$ cat src/rtl/writeback_stage_pkg.sv
// Shared pipeline package: widths, register count
// and the writeback latch bundle.
package writeback_stage_pkg;

  localparam int NUM_REGS     = 8;
  localparam int IDX_W        = 3;
  localparam int DATA_W       = 32;
  localparam int CNT_W        = 2;
  localparam int SRC2_MUX_BIT = 6;

  typedef struct packed {
    logic              v;
    logic [IDX_W-1:0]  idx;
    logic [DATA_W-1:0] data;
  } wb_t;

endpackage

$ cat src/rtl/wb_scoreboard.sv
// Per-register pending-write counters, saturation
// error tracking and RAW-hazard stall generation.
module wb_scoreboard
  import writeback_stage_pkg::*;
#(
  parameter int NR     = NUM_REGS,
  parameter int IW     = IDX_W,
  parameter int CW     = CNT_W,
  parameter bit BYPASS = 1'b1
) (
  input  logic          clk,
  input  logic          rst,
  input  logic          we,
  input  logic [IW-1:0] widx,
  input  logic          issue_valid,
  input  logic          issue_we,
  input  logic [IW-1:0] issue_dst,
  input  logic [IW-1:0] src1_idx,
  input  logic [IW-1:0] src2_idx,
  input  logic          src2_is_imm,
  output logic          RR_stall,
  output logic          sb_err
);

  localparam logic [CW-1:0] CMAX = {CW{1'b1}};
  localparam logic [CW-1:0] ONE  = CW'(1);

  logic [CW-1:0] cnt_q [NR];
  logic [CW-1:0] cnt_d [NR];
  logic          sb_err_q, sb_err_d;
  logic [NR-1:0] hz;
  logic          issue_fire;

  // A pending write whose last commit is on the bus
  // this cycle is already visible through the regfile.
  always_comb begin
    hz = '0;
    for (int r = 0; r < NR; r++) begin
      hz[r] = (cnt_q[r] != '0) &&
              !(BYPASS && (cnt_q[r] == ONE) &&
                we && (widx == IW'(r)));
    end
  end

  // Hazard uses pre-increment counts, so rd==rs works.
  always_comb begin
    RR_stall = issue_valid &
               (hz[src1_idx] |
                (~src2_is_imm & hz[src2_idx]) |
                (issue_we & (cnt_q[issue_dst] == CMAX)));
    issue_fire = issue_valid & issue_we & ~RR_stall;
  end

  // Counter update; over/underflow holds and flags.
  always_comb begin
    sb_err_d = sb_err_q;
    for (int r = 0; r < NR; r++) begin
      logic inc, dec;
      inc      = issue_fire && (issue_dst == IW'(r));
      dec      = we && (widx == IW'(r));
      cnt_d[r] = cnt_q[r];
      if (inc && !dec) begin
        if (cnt_q[r] == CMAX) sb_err_d = 1'b1;
        else cnt_d[r] = cnt_q[r] + ONE;
      end else if (dec && !inc) begin
        if (cnt_q[r] == '0) sb_err_d = 1'b1;
        else cnt_d[r] = cnt_q[r] - ONE;
      end
    end
  end

  // Counter and sticky error state.
  always_ff @(posedge clk or negedge rst) begin
    if (!rst) begin
      for (int r = 0; r < NR; r++) cnt_q[r] <= '0;
      sb_err_q <= 1'b0;
    end else begin
      for (int r = 0; r < NR; r++) cnt_q[r] <= cnt_d[r];
      sb_err_q <= sb_err_d;
    end
  end

  assign sb_err = sb_err_q;

endmodule

$ cat src/rtl/writeback_stage.sv
// Writeback stage: latches EX results, drives the
// regfile write port and hosts the hazard scoreboard.
module writeback_stage
  import writeback_stage_pkg::*;
#(
  parameter bit BYPASS = 1'b1
) (
  input  logic              clk,
  input  logic              rst,
  input  logic              ex_valid,
  input  logic              ex_we,
  input  logic [IDX_W-1:0]  ex_dst_idx,
  input  logic [DATA_W-1:0] ex_result,
  input  logic              issue_valid,
  input  logic              issue_we,
  input  logic [IDX_W-1:0]  issue_dst,
  input  logic [IDX_W-1:0]  src1_idx,
  input  logic [IDX_W-1:0]  src2_idx,
  input  logic              src2_is_imm,
  output logic              we,
  output logic [DATA_W-1:0] wdata,
  output logic [IDX_W-1:0]  widx,
  output logic              RR_stall,
  output logic              sb_err
);

  wb_t wb_q, wb_d;

  // Data and index hold when no write retires.
  always_comb begin
    wb_d   = wb_q;
    wb_d.v = ex_valid & ex_we;
    if (ex_valid & ex_we) begin
      wb_d.idx  = ex_dst_idx;
      wb_d.data = ex_result;
    end
  end

  // Single-cycle EX-to-regfile latch.
  always_ff @(posedge clk or negedge rst) begin
    if (!rst) wb_q <= '0;
    else      wb_q <= wb_d;
  end

  assign we    = wb_q.v;
  assign wdata = wb_q.data;
  assign widx  = wb_q.idx;

  wb_scoreboard #(
    .NR     (NUM_REGS),
    .IW     (IDX_W),
    .CW     (CNT_W),
    .BYPASS (BYPASS)
  ) u_sb (
    .clk         (clk),
    .rst         (rst),
    .we          (wb_q.v),
    .widx        (wb_q.idx),
    .issue_valid (issue_valid),
    .issue_we    (issue_we),
    .issue_dst   (issue_dst),
    .src1_idx    (src1_idx),
    .src2_idx    (src2_idx),
    .src2_is_imm (src2_is_imm),
    .RR_stall    (RR_stall),
    .sb_err      (sb_err)
  );

endmodule
$ cat config.mk
export PLATFORM = sky130hd
export DESIGN_NAME = writeback_stage
export DESIGN_NICKNAME = d
export VERILOG_FILES = /design/src/rtl/writeback_stage_pkg.sv /design/src/rtl/wb_scoreboard.sv /design/src/rtl/writeback_stage.sv
export SDC_FILE = /design/constraint.sdc
export NUM_CORES = 1
export LEC_CHECK = 0
export CAP_MARGIN = 20
export CORE_MARGIN = 3
export CORE_UTILIZATION = 25
export CTS_CLUSTER_SIZE = 40
export DETAILED_ROUTE_END_ITERATION = 10
export GPL_ROUTABILITY_DRIVEN = 0
export SLEW_MARGIN = 25
export SYNTH_ARGS = -nofsm -noshare
export SYNTH_HDL_FRONTEND = slang
export SYNTH_SLANG_ARGS = --single-unit
$ cat constraint.sdc
create_clock -name clk -period 3.46 [get_ports clk]
set_input_delay 0.519 -clock clk [delete_from_list [all_inputs] [get_ports clk]]
set_output_delay 0.519 -clock clk [all_outputs]
set_load 0.03 [all_outputs]
==> results.toml, run 1 <==
[logic_synthesis]
synth.yosys.seq_area_share_pct = 37.9
synth_cell_type_count = 64
netlist_area_mm2 = 0.00350
yosys.area.top_type_share_pct = 37.9
mappedNetlistNets = 411
mean_area_per_synthesized_cell_um2 = 10.4
synth_common_cells = "53 x dfrtp_1, 38 x mux2_2, 29 x nand2_1"
netlist_instances = 336
yosys_warnings = 0
async_flop_share_pct = 100
yosys_reg_bits = 53
yosys-top-cells-area = "dfrtp_1 38%, mux2_2 12%, ha_1 8.6%, nand2_1 3.1%, inv_1 2.8%"
cell_accounting_for_the_most_synthesized_area = "dfrtp_1"
most_used_flip_flop_cell_after_synthesis = "dfrtp_1"
synth_edf_count = 0
post-synth-top-count-cell = "dfrtp_1"

[clocking]
cts.reportedPaths.clkPinSlew_ns = 0.07
cts-buffers-inserted = 5
cts_tree = "yes"
cts-root-buf = "clkbuf_16"
max-clock-path-buffers = 2
clkLatencyLatePin_ns = 0.29
htreeDepth = 2
cts_post_setup_buffers_inserted = 0
clkSinkCount = 53

[critical_path]
critical_path_class = "reg -> reg"
worstSetupEndpointType = "register"
critical_path.startpoint_type = "register"
slowest_delay_ns = 0.52
worstPathCellList = "and4b_1, a21oi_1, a221oi_1, nor3_2, a211oi_4, buf_4, nand3_1, mux2_2, nand4_1"
crit_fanout = 27
critical-path-slowest-cell = "dfrtp_1"
critical_path_required_ns = 3.62
arrival_ns = 3.20

[cells_and_area]
multiInputGateArea_mm2 = 0.00201
num_antenna_cells = 0
layout-drive-gt1-share_pct = 17.6
fill_cells = 1370
final_area_mm2 = 0.00479
layout.area.seq_mm2 = 0.00133
nets = 501
area_growth_from_synthesis_to_layout_pct = 36.9

[die]
rows = 42
die_y_um = 124
floorplan.core_area_mm2 = 0.0135
die_area_mm2 = 0.0155
floorplan.initialDensity_pct = 26.0
die_width_um = 124
floorplan.io_pins = 89

[timing]
fmax_mhz = 329
period_utilisation_layout_pct = 87.8
relSlewSlack_pct = 55.4
final_hold_viol_count = 0
grt_setup_unrepaired = "false"
fin_crit_ns = 3.04
setup_viol = 0
slew_at_the_pin_closest_to_its_max_slew_limit_ns = 0.665
setup_total_negative_slack_ns = 0
clock-skew-final_ns = 0.00569
maxSlewViolCount = 0

[global_routing]
grt_start_max_net_pins = 48
antenna_found_initial = 0
globalRouteTotalUtil_pct = 11.6
first_global_vias = 3070
grt_pass1_wl_mm = 15.0
globalRoute.totalOverflow = 0

[pwr]
power_mw = 2.81
cellInternalPower_mw = 1.74
clock_power_share_pct = 23.0
seq_power_share_pct = 33.2
vdd.ir_drop.worst_mv = 0.253
cellPowerDensity_mw_per_mm2 = 587
power.combinational.fraction_pct = 43.7
power_switching_share_pct = 38.2
p_leak_nw = 1.95
power.switching_mw = 1.07

[route]
totalWireLength_mm = 9.07
vias = 2927
detail_route.first_pass.iterations = 4
via_cell_ratio = 4.85
postRouteAntennaNets = 0
routedWlPerCell_um = 15.0
initialDrtViolationCount = 87
drcViolationCount = 0

[run]
maxCapViolations = 0

[placed_design]
detailed_place.area_mm2 = 0.00458
placement.io_buffers = 88
hpwlAfterDp_mm = 6.83

[run_status]
run_status = "finished, final reports clean"

[hold_path]
worst_hold_path_type = "in -> async"
worst max-delay path, delay by kind of cell, from the launching register on:
| kind | cells | cell delay (ns) |
|---|---|---|
| multiplexers | 1 | 0.33 |
| flip-flops | 1 | 0.52 |
| AO/OA/AOI/OAI | 3 | 0.82 |
| AND/OR/NAND/NOR | 4 | 0.89 |
| buffers and inverters | 1 | 0.34 |
registers in the layout (all words and copies together), names as in the netlist:
register	flops
u_sb.sb_err	1
u_sb.cnt_q	16
we	1
widx	3
wdata	32
metrics by stage:
| stage | hold slack, ns | setup WS [ns] | cells | util [%] |
|---|---|---|---|---|
| global route | 0.293 | 0.215 | 603 | 35.6 |
| CTS | 0.266 | 0.00414 | 603 | 35.5 |
| finish | 0.236 | 0.421 | 603 | 35.6 |
| global placement | 0.487 | 0.141 | 595 | 34.0 |
| detailed placement | 0.493 | 0.0732 | 595 | 34.0 |
| floorplan | 0.223 | 0.459 | 336 | - |
layout by cell type (no fill, tap or decap), drive strengths merged, types with 2 or more instances in the layout:
master / instances
a211o: 2
a211oi: 4
a21oi: 14
a221oi: 3
a311o: 2
a311oi: 2
a31oi: 7
a32oi: 3
and4: 2
and4b: 4
buf: 9
bufinv: 2
clkbuf: 5
clkdlybuf4s50: 86
dfrtp: 53
ha: 24
inv: 27
mux2: 38
mux2i: 7
mux4: 2
nand2: 30
nand2b: 2
nand3: 9
nand3b: 4
nand4: 6
nand4b: 4
nor2: 18
nor2b: 3
nor3: 7
nor4: 3
nor4b: 2
o211ai: 8
o21a: 2
o21ai: 5
or3: 4
xnor2: 8
metal layers:
metal | GRT usage (%) | routed length (µm)
met1 | 14.7 | 4000
met2 | 18.3 | 4120
met3 | 4.42 | 797
met4 | 3.55 | 157
met5 | 0 | 0
power groups by stage:
stage          logic [mW]  clock network (mW)  registers, mW
2_1_floorplan       0.735                   0           1.02
3_3_place_gp         1.19                   0          0.930
3_5_place_dp         1.22                   0          0.942
4_1_cts              1.23               0.672          0.931
5_1_grt              1.36               0.693          0.963
6_report             1.23               0.648          0.934
cell families (layout without fill, tap and decap cells):
group / count (synthesis) / after routing / synth area share [%]
compound gates: 62 / 62 / 13.6
xor+xnor: 8 / 8 / 2.22
fa+ha+maj: 24 / 24 / 8.58
buf+inv: 39 / 130 / 5.01
flops: 53 / 53 / 37.9
mux: 47 / 47 / 15.5
simple gates: 103 / 103 / 17.2
area by class of cell:
class | instances | share of cell area [%]
timing repair buffer | 96 | 19.6
sequential | 53 | 27.7
tap | 176 | 4.60
clock buffer | 5 | 2.61
multi-input combinational | 244 | 41.9
clock inverter | 3 | 1.44
inverter | 26 | 2.04
final timing paths:
check,slack (ns),endpoint,cells past startpoint,from
setup / recovery,0.42,u_sb.sb_err,9,widx[2]
setup reg to reg,0.42,u_sb.sb_err,9,widx[2]
min in group clk,0.51,wdata[25],1,wdata[25]
hold / removal,0.24,wdata[17],1,rst
hold reg to reg,0.51,wdata[25],1,wdata[25]
max in group asynchronous,2.66,u_sb.cnt_q[15],2,rst
repair_timing:
item / in CTS / in global routing
hold buffers: 0 / 0
setup endpoints to repair: 0 / 1
gates resized for setup: 0 / 5
(Power assumes the default switching activity.)
==> run 2: changes to the inputs <==
--- a/config.mk
+++ b/config.mk
@@ -11,6 +11,8 @@
 export CTS_CLUSTER_SIZE = 40
 export DETAILED_ROUTE_END_ITERATION = 10
 export GPL_ROUTABILITY_DRIVEN = 0
+export RECOVER_POWER = 25
+export SKIP_CTS_REPAIR_TIMING = 1
 export SLEW_MARGIN = 25
 export SYNTH_ARGS = -nofsm -noshare
 export SYNTH_HDL_FRONTEND = slang
==> run 2 against run 1 <==
  * The flow now finishes with violations (capacitance limit, slew limit)
  * Via count shrank 0.14%
  * Cell count stayed put
  * Critical path depth did not move
  * Core utilization hardly changed
  * Global-route usage unchanged
  * Worst hold slack better by 0.27 ns
  * Sequential cell count unchanged
  * Clock power about the same
  * First-iteration DRC count did not move
  * Combinational power is essentially flat
  * Total power about the same
  * Sequential share of layout area about the same
  * Highest routed layer unchanged
==> results.toml, run 2 (same netlist as run 1, synthesis figures left out) <==
[timing]
hold_slack_ns = 0.505
maxSlewViolCount = 48
clock-skew-final_ns = 0.00569
period_utilisation_layout_pct = 87.8
final_hold_viol_count = 0
fin_crit_ns = 3.04
relSlewSlack_pct = -70.7
grt_setup_unrepaired = "false"
fmax_mhz = 329
slew_at_the_pin_closest_to_its_max_slew_limit_ns = 2.56
setup_total_negative_slack_ns = 0
setup_viol = 0

[die]
die_area_mm2 = 0.0155
floorplan.initialDensity_pct = 26.0
die_y_um = 124
rows = 42
floorplan.io_pins = 89
floorplan.core_area_mm2 = 0.0135
die_width_um = 124

[cells_and_area]
final_area_mm2 = 0.00479
final_common_cell = "clkdlybuf4s50_1"
num_antenna_cells = 0
layout_common_cells = "86 x clkdlybuf4s50_1, 51 x dfrtp_1, 38 x mux2_2"
number_of_flip_flops_in_the_largest_register = 32
layout.area.seq_mm2 = 0.00133
layout-drive-gt1-share_pct = 17.3
nets = 501
multiInputGateArea_mm2 = 0.00201
area_growth_from_synthesis_to_layout_pct = 36.8
fill_cells = 1370

[global_routing]
grt_start_max_net_pins = 48
globalRouteTotalUtil_pct = 11.6
grt_pass1_wl_mm = 15.0
first_global_vias = 3070
antenna_found_initial = 0
globalRoute.totalOverflow = 0

[pwr]
cellPowerDensity_mw_per_mm2 = 587
p_leak_nw = 1.95
power_mw = 2.81
vdd.ir_drop.worst_mv = 0.253

[critical_path]
arrival_ns = 3.19
critical_path_class = "reg -> reg"
crit_fanout = 27
critical_path.startpoint_type = "register"
reg_to_reg_setup_timing_slack_ns = 0.42
critical_path_required_ns = 3.62
worstSetupEndpointType = "register"

[route]
routedWlPerCell_um = 15.1
drcViolationCount = 0
totalWireLength_mm = 9.08
vias = 2923
initialDrtViolationCount = 87
postRouteAntennaNets = 0
via_cell_ratio = 4.85
detail_route.first_pass.iterations = 4

[clocking]
clkLatencyLatePin_ns = 0.29
cts-buffers-inserted = 5
clkSinkCount = 53
max-clock-path-buffers = 2
cts.reportedPaths.clkPinSlew_ns = 0.07
cts-root-buf = "clkbuf_16"
cts_tree = "yes"
htreeDepth = 2

[run]
maxCapViolations = 1

[hold_path]
worst_hold_path_type = "reg -> reg"

[placed_design]
detailed_place.area_mm2 = 0.00458
placement.io_buffers = 88
hpwlAfterDp_mm = 6.83

[run_status]
violations = "capacitance limit, slew limit"
run_status = "complete, but fails checks"
[run 2: cell types whose count changed in the layout (fill, tap and decap cells not counted), sizes merged]
cell    delta
buf        -1
clkbuf     +1
[run 2: per-stage QoR]
| stage | util (%) | setup WS [ns] | instances |
|---|---|---|---|
| after floorplan | - | 0.459 | 336 |
| after global placement | 34.0 | 0.141 | 595 |
| after detailed placement | 34.0 | 0.0732 | 595 |
| after CTS | 35.5 | 0.00414 | 603 |
| after global routing | 35.6 | 0.133 | 603 |
| final | 35.6 | 0.422 | 603 |
[run 2: power by group]
group | internal (mW) | leakage (nW) | switching [mW]
combinational | 0.553 | 1.23 | 0.676
clock | 0.417 | 0.0944 | 0.231
sequential | 0.767 | 0.625 | 0.167
[run 2: critical path, cell delays in order (launching register included)]
cell and delay (ns):
dfrtp_1 0.52, and4b_1 0.45, a21oi_1 0.17, a221oi_1 0.38, nor3_2 0.10, a211oi_4 0.26, buf_4 0.34, nand3_1 0.25
mux2_2 0.33, nand4_1 0.09
[run 2: worst paths after layout]
path / from / end / cells past startpoint
worst max-delay path: widx[2] / u_sb.sb_err / 9
worst min-delay path: wdata[25] / wdata[25] / 1
worst max register to register: widx[2] / u_sb.sb_err / 9
worst min register to register: wdata[25] / wdata[25] / 1
max in group asynchronous: rst / we / 1
min in group asynchronous: rst / wdata[17] / 1
[run 2: per-layer routing]
layer  GRT usage (%)  routed length [µm]  part of all wire (%)  vias up
li1                -                   -                     -     1404
met1            14.7                4010                    44     1408
met3            4.42                 798                   8.8        9
met5               0                   0                     0        -
met2            18.3                4110                    45      102
met4            3.55                 157                   1.7        0
[run 2: final cells by class]
cell class / instances / share of cell area [%]
multi-input cells: 244 / 42.0
flip-flops and latches: 53 / 27.8
repair buffers: 96 / 19.6
well taps: 176 / 4.60
clock buffers: 5 / 2.61
inverters: 26 / 2.04
clock inverters: 3 / 1.44
